[src/rtl/iq_phase_demod.sv]
`default_nettype none
// ---------------------------------------------------------------------------
// iq_phase_demod: pipelined vectoring CORDIC, I/Q -> 13-bit phase, averaged FCW estimate.
// Optional magnitude output under PHASE_DEMOD_MAG_EN. Revision 1.0
// ---------------------------------------------------------------------------
module iq_phase_demod #(
  parameter int ITER     = 12,
  parameter int AVG_LOG2 = 4
) (
  input  logic        clk,
  input  logic        rst,
  input  logic        in_valid,
  input  logic [15:0] sin_in,
  input  logic [15:0] cos_in,
  output logic        out_valid,
  output logic [12:0] phase,
  output logic [16:0] mag,
  output logic        fcw_valid,
  output logic [14:0] fcw_est
);

  localparam int SW = 13 + AVG_LOG2;
  // atan(2^-i) in 1/32 phase LSBs (full circle = 8192*32)
  localparam logic [17:0] c_ATAN [0:15] = '{
    18'd32768, 18'd19344, 18'd10221, 18'd5188, 18'd2604, 18'd1303, 18'd652, 18'd326,
    18'd163,   18'd81,    18'd41,    18'd20,   18'd10,   18'd5,    18'd3,   18'd1
  };
  localparam logic signed [SW-1:0] c_RND_TERM = SW'((1 << AVG_LOG2) >> 1);
  localparam logic [AVG_LOG2:0]    c_CNT_LAST = (AVG_LOG2 + 1)'((1 << AVG_LOG2) - 1);

  logic signed [17:0] r_x [0:ITER-1];
  logic signed [17:0] r_y [0:ITER-1];
  logic        [17:0] r_z [0:ITER];
  logic [ITER:0]      r_vp;
  logic [ITER:0]      r_zp;

  logic signed [17:0] w_sin18;
  logic signed [17:0] w_cos18;
  assign w_sin18 = {{2{sin_in[15]}}, sin_in};
  assign w_cos18 = {{2{cos_in[15]}}, cos_in};

  // Fold the left half-plane onto the right so the CORDIC only sees |angle| <= 90 deg
  always_ff @(posedge clk) begin
    if (rst) begin
      r_x[0] <= '0;
      r_y[0] <= '0;
      r_z[0] <= '0;
      r_vp   <= '0;
      r_zp   <= '0;
    end else begin
      r_vp <= {r_vp[ITER-1:0], in_valid};
      r_zp <= {r_zp[ITER-1:0], (sin_in == 16'd0) && (cos_in == 16'd0)};
      if (cos_in[15]) begin
        r_x[0] <= -w_cos18;
        r_y[0] <= -w_sin18;
        r_z[0] <= 18'h20000;
      end else begin
        r_x[0] <= w_cos18;
        r_y[0] <= w_sin18;
        r_z[0] <= '0;
      end
    end
  end

`ifdef PHASE_DEMOD_MAG_EN
  logic [17:0] r_xf;
  logic [16:0] r_mag;
`endif

  for (genvar i = 0; i < ITER; i++) begin : g_stage
    logic w_pos;
    assign w_pos = ~r_y[i][17];

    always_ff @(posedge clk) begin
      if (rst)        r_z[i+1] <= '0;
      else if (w_pos) r_z[i+1] <= r_z[i] + c_ATAN[i];
      else            r_z[i+1] <= r_z[i] - c_ATAN[i];
    end

    // The last stage only needs the angle, plus x when magnitude is built
    if (i < ITER - 1) begin : g_xy
      always_ff @(posedge clk) begin
        if (rst) begin
          r_x[i+1] <= '0;
          r_y[i+1] <= '0;
        end else begin
          r_x[i+1] <= w_pos ? r_x[i] + (r_y[i] >>> i) : r_x[i] - (r_y[i] >>> i);
          r_y[i+1] <= w_pos ? r_y[i] - (r_x[i] >>> i) : r_y[i] + (r_x[i] >>> i);
        end
      end
    end else begin : g_xf
`ifdef PHASE_DEMOD_MAG_EN
      always_ff @(posedge clk) begin
        if (rst) r_xf <= '0;
        else     r_xf <= w_pos ? r_x[i] + (r_y[i] >>> i) : r_x[i] - (r_y[i] >>> i);
      end
`endif
    end
  end

  logic [12:0]          w_phase_next;
  logic signed [12:0]   w_delta;
  logic signed [SW-1:0] w_sum;

  logic                 r_out_valid;
  logic [12:0]          r_phase;
  logic [12:0]          r_prev;
  logic                 r_have_prev;
  logic signed [SW-1:0] r_acc;
  logic [AVG_LOG2:0]    r_cnt;
  logic                 r_fcw_valid;
  logic [12:0]          r_fcw;

  // Round-half-up from the 5 fractional bits; an all-zero input has no angle
  assign w_phase_next = r_zp[ITER] ? 13'd0 : r_z[ITER][17:5] + {12'd0, r_z[ITER][4]};
  assign w_delta      = w_phase_next - r_prev;
  assign w_sum        = r_acc + SW'(w_delta);

  always_ff @(posedge clk) begin
    if (rst) begin
      r_out_valid <= 1'b0;
      r_phase     <= '0;
      r_prev      <= '0;
      r_have_prev <= 1'b0;
      r_acc       <= '0;
      r_cnt       <= '0;
      r_fcw_valid <= 1'b0;
      r_fcw       <= '0;
    end else begin
      r_out_valid <= r_vp[ITER];
      r_fcw_valid <= 1'b0;
      if (r_vp[ITER]) begin
        r_phase     <= w_phase_next;
        r_prev      <= w_phase_next;
        r_have_prev <= 1'b1;
        if (r_have_prev) begin
          if (r_cnt == c_CNT_LAST) begin
            r_fcw       <= 13'((w_sum + c_RND_TERM) >>> AVG_LOG2);
            r_fcw_valid <= 1'b1;
            r_acc       <= '0;
            r_cnt       <= '0;
          end else begin
            r_acc <= w_sum;
            r_cnt <= r_cnt + 1'b1;
          end
        end
      end
    end
  end

`ifdef PHASE_DEMOD_MAG_EN
  // 19898/32768 ~= 1/1.6468 removes the CORDIC gain
  always_ff @(posedge clk) begin
    if (rst)             r_mag <= '0;
    else if (r_vp[ITER]) r_mag <= 17'((35'(r_xf) * 35'd19898 + 35'd16384) >> 15);
  end
  assign mag = r_mag;
`else
  assign mag = '0;
`endif

  assign out_valid = r_out_valid;
  assign phase     = r_phase;
  assign fcw_valid = r_fcw_valid;
  assign fcw_est   = {2'b00, r_fcw};

endmodule
`default_nettype wire

[config.mk]
export PLATFORM = sky130hd
export DESIGN_NAME = iq_phase_demod
export DESIGN_NICKNAME = d
export VERILOG_FILES = /design/src/rtl/iq_phase_demod.sv
export SDC_FILE = /design/constraint.sdc
export NUM_CORES = 2
export LEC_CHECK = 0
export ABC_CLOCK_PERIOD_IN_PS = 4100
export BUFFER_PORTS_ARGS = -buffer_cell sky130_fd_sc_hd__buf_2
export CAP_MARGIN = 20
export CORE_ASPECT_RATIO = 0.6
export CORE_MARGIN = 1
export CORE_UTILIZATION = 30
export DETAILED_ROUTE_END_ITERATION = 6
export SLEW_MARGIN = 5
export SYNTH_ARGS = -nofsm -noshare
export SYNTH_HDL_FRONTEND = slang
export SYNTH_SLANG_ARGS = --single-unit
[constraint.sdc]
create_clock -name clk -period 4.1 [get_ports clk]
set_input_delay 0.615 -clock clk [delete_from_list [all_inputs] [get_ports clk]]
set_output_delay 0.615 -clock clk [all_outputs]
set_load 0.02 [all_outputs]
Word level (Yosys, flattened, before mapping). Memories as Yosys holds them, arrays and structs flattened. Index checks and enable logic that the tools add are counted.

Multiplexer cells: 159. Reduce and logical (&&, ||, !) cells: 6. $add $sub $neg: 74. Equal/unequal tests: 1. Bitwise operators: 54.

Operators by type and width (number): $mux 18 (74); $mux 1 (82); $or 1x1->1 (52); $add 18x10->18 (2); $add 18x11->18 (2); $add 18x12->18 (2); $add 18x13->18 (2); $add 18x14->18 (2); $add 18x15->18 (2); $add 18x16->18 (2); $add 18x17->18 (2); $add 18x8->18 (2); $add 18x9->18 (2); $neg 16->18 (2); $sub 18x10->18 (2); $sub 18x11->18 (2); $sub 18x12->18 (2); $sub 18x13->18 (2); $sub 18x14->18 (2); $sub 18x15->18 (2); $sub 18x16->18 (2); $sub 18x17->18 (2); $sub 18x18->18 (2); $sub 18x8->18 (2); 41 further kinds (44).

Memories kept: 3. Output and inout port bits: 47. Input bits: 35. Flip-flop bits (word level): 77. Memory bits (writable): 666.

Memories: r_z (words 13, width 18, read ports 13, clocked after memory_dff 0, wr ports 13, RTL line 33) `logic [17:0] r_z [0:ITER];`; r_x (words 12, width 18, read ports 11, clocked after memory_dff 0, wr ports 12, RTL line 31) `logic signed [17:0] r_x [0:ITER-1];`; r_y (words 12, width 18, read ports 12, clocked after memory_dff 0, wr ports 12, RTL line 32) `logic signed [17:0] r_y [0:ITER-1];`.

Longest topological paths before layout. An unclocked memory read counts as a cell.

Depth after elaboration: 6. Depth in mapped cells: 24. Depth with buffers taken out: 24.

Worst setup path after synthesis. No wires, ideal clock.

Path kind: register to register. Start: mem r_z[12][4] (netlist: r_z[1][76]). End: reg r_fcw[12]. Buffers on the path: 0. Path slack: -0.469 ns. Library setup time: 0.117 ns. Arrival: 4.451 ns. Stages on the path, launching flop included: 24. Clock period less this slack: 4.569 ns. Cells stage by stage: edfxtp_1 > ha_1 > ha_1 > nand2b_1 > inv_1 > ha_1 > nor2b_1 > o21ai_0 > a21boi_0 > o21ai_0 > a21boi_0 > o21ai_0 > a21oi_1 > o41ai_1 > xnor2_1 > ha_1 > nand4_1 > o221ai_1 > nor3_1 > o21ai_0 > nand4bb_4 > a2111oi_2 > xnor2_1 > o21ai_1.

RTL lines: from (decl) (RTL line 33); to (signal assigned) (RTL line 138) `r_fcw <= 13'((w_sum + c_RND_TERM) >>> AVG_LOG2);`; to (decl) (RTL line 112) `logic [12:0] r_fcw;`.

==> out/metrics.csv <==
stage;metric;value;unit
pwr;P_int;26300;uW
pwr;Gate power share;0.639;
critical_path;critical path fanouts, max;4;
clock_network;clock tree buffer depth;3;
clock_network;Worst-path clk slew;0.07;ns
clock_network;H-tree levels;3;
final_layout;Filler cells;15900;
floorplanning;Initial Util;0.302;
yosys;ys async rst share;0;
route;via count;39800;
floorplanning;die height;309;um
run_status;failing checks;setup timing;
yosys;Avg Synthesized Cell Area;8.44;um^2
clock_network;CTS root buf;clkbuf_16;
sta;fin. max-slew vios;0;
final_layout;final net count;6481;
floorplanning;area of the core;156000;um^2
yosys;synthesized area;47000;um^2
route;Routed Wire Length;126;mm
yosys;Synth area leader;dfxtp_1;
pwr;Peak VDD IR;0.371;mV
yosys;Syn. warnings;0;
grt;largest net degree at the start of global routing;169;
sta;Setup-failing EPs final;11;
pwr;share of total power in the clock network;0.144;
floorplanning;Ports;82;
yosys;Top FF cell, synth;dfxtp_1;
sta;Least-Margin Pin Slew;0.929;ns
floorplanning;die area;158000;um^2
worst_hold_path;Hold Crit Class;in -> reg;
floorplanning;Die X;513;um
critical_path;crit path capture type;flip-flop;
clock_network;Worst-Skew Late Latency;0.69;ns
pwr;PwrDens;905;nW/um^2
critical_path;Crit Path Category;reg -> reg;
grt;Overflow after GRT;0;
route;Residual DRC;0;
pwr;P_sw;23300;uW
clock_network;CTS tree;yes;
sta;RSZ-0062 raised after global routing;true;
route;DRT Pass-1 Iters;6;
placed_design;Placer Congestion;0.902;
pwr;Pleak;0.0239;uW
yosys;synth unique cells;91;
placed_design;post-place setup slack;-0.608;ns
clock_network;CTS sink count;645;
grt;GRT Total Usage;0.157;
yosys;sequential fraction of the synthesis area;0.321;
yosys;#FFs+latches synth;645;
yosys;synthesized instance count;5569;
pwr;Sw Share;0.469;
critical_path;Setup crit start kind;flip-flop;
final_layout;Area Overhead vs Synth;16.5;%
floorplanning;Rows;112;
sta;final worst slack;-0.446;ns
route;vias per cell;4.94;
grt;initial antenna violation count;7;
pwr;Sequential Power Share;0.217;
route;Detailed Route Iter0 Violations;3242;
placed_design;port bufs;62;
route;post-route ant nets;0;
yosys;Synth area leaders;dfxtp_1, edfxtp_1, ha_1;
run_status;outcome;finished, violations left;
yosys;EDFF count, synth;218;
yosys;area share of the largest cell type after synthesis;0.182;
flow_run;number of max-cap violations;0;
sta;Max-slew headroom;0.381;
placed_design;Final HPWL DP;97.2;mm
final_layout;layout cell share with drive strength beyond 1;0.0972;
sta;Fin. Hold Viols;0;
grt;first-pass GRT wire length;201;mm
final_layout;post-route insts no fill;8064;
placed_design;Cell Count Post-Placement;7897;
sta;Worst Skew;0.0471;ns
sta;fin crit share;1.11;
sta;Max Freq;0.220;GHz
critical_path;Worst EP required;4.67;ns
grt;number of global-route vias before repair;36600;
critical_path;arrival time at the worst endpoint;5.12;ns
clock_network;total CTS buffers;74;
route;WL per Instance;15.6;um
sta;Final min period;4.55;ns
## state kept, by name, summed over array words and instances (netlist names)
register	cells
r_fcw	13
r_prev	13
r_x	187
r_zp	13
r_acc	17
r_vp	13
r_have_prev	1
out_valid	1
fcw_valid	1
r_cnt	5
r_z	182
r_y	199
## final timing paths
path	start	end	slack, ns	cells after the start
max reg2reg	r_z[1][76]	r_fcw[12]	-0.45	24
min	in_valid	r_vp[0]	0.16	2
max	r_z[1][76]	r_fcw[12]	-0.45	24
min reg2reg	r_zp[10]	r_zp[11]	0.43	1
## power groups by stage
stage	combinational (uW)	sequential (uW)	clock [uW]
final	31700	10800	7130
after floorplan	24000	9840	0
after CTS	31200	10700	7320
after global routing	35500	11000	7580
after global placement	30300	10800	0
after detailed placement	30700	10800	0
## metal layers
| metal | wire, um | vias up | track usage |
|---|---|---|---|
| li1 | - | 20000 | - |
| met1 | 70300 | 18600 | 0.261 |
| met2 | 44100 | 1110 | 0.197 |
| met3 | 10200 | 107 | 0.0340 |
| met4 | 1540 | 0 | 0.0266 |
| met5 | 0 | - | 0 |
## area by class of cell
type                            instances  area [um^2]  share of cell area
Multi-Input combinational cell       4704        31600               0.577
Clock inverter                         42          584              0.0107
Tap cell                             2052         2570              0.0469
Timing Repair Buffer                  256         1840              0.0337
Sequential cell                       645        15100               0.276
Inverter                              269         1010              0.0185
Antenna cell                            1         2.50           0.0000457
Clock buffer                           95         2040              0.0373
## critical path, stage by stage, from the launching register on
cell and delay (ns):
edfxtp_1 0.40, ha_2 0.21, ha_4 0.27, nand2b_4 0.06, buf_4 0.13, buf_6 0.10
fa_2 0.38, nor2b_4 0.14, nor3_2 0.07, o21ba_4 0.24, o211ai_1 0.17, o211ai_1 0.13
xnor2_1 0.25, buf_4 0.17, inv_2 0.07, ha_4 0.16, buf_4 0.14, a21oi_2 0.12
nor2b_2 0.07, a41o_1 0.27, mux2i_4 0.22, buf_4 0.15, a2111oi_4 0.29, xnor2_1 0.16
o21ai_1 0.07
## synth_stat cells, types with 17 or more instances
cell      count
nor2_1      959
ha_1        473
dfxtp_1     427
a21oi_1     377
xnor2_1     362
xor2_1      317
nand2_1     302
inv_1       265
edfxtp_1    218
nor3_1      182
o21ai_0     182
clkbuf_1    139
nor2b_1     134
a21o_1      118
nand3_1      93
and3_1       80
a31oi_1      66
o21a_1       64
nand2b_1     56
or3_1        52
mux2i_1      49
o21bai_1     48
nor4_1       42
o31ai_1      42
or2_2        38
a211oi_1     31
and2_1       28
buf_1        27
nand4_1      27
mux2_2       26
nor3b_1      25
fa_1         23
or4_1        22
a22oi_1      20
buf_4        19
o41ai_1      17
## logic make-up after synthesis
group           count (synthesis)  synth area share
simple gates                 2076             0.205
xor+xnor                      680             0.127
other cells                     2          0.000160
flops                         645             0.321
fa+ha+maj                     496             0.136
buf+inv                       457            0.0381
mux                            75            0.0167
compound gates               1138             0.156
## metrics by stage
stage	utilization	hold WS (ns)	instance area (um^2)	total power (uW)	setup TNS (ns)
global route	0.352	0.174	54800	54100	-6.53
finish	0.352	0.160	54800	49600	-2.42
floorplan	-	0.414	48000	33900	-0.109
detailed placement	0.330	0.424	51400	41500	-4.90
global placement	0.330	0.418	51400	41100	-5.06
CTS	0.350	0.115	54400	49200	-2.52
## what timing repair did
action | CTS | global route
buffers inserted | 17 | 13
resized for setup | 65 | 50
hold buffers | 0 | 0
pin swaps | 40 | 25
setup endpoints to repair | 14 | 27
## cells in the final DEF (no fill, tap or decap), types with 183 or more instances in the layout
master	instances
a21oi_1	368
buf_4	183
conb_1	239
dfxtp_1	425
edfxtp_1	218
ha_1	463
inv_1	258
nand2_1	298
nor2_1	950
xnor2_1	355
xor2_1	315
Power figures use the tool's default switching activity.
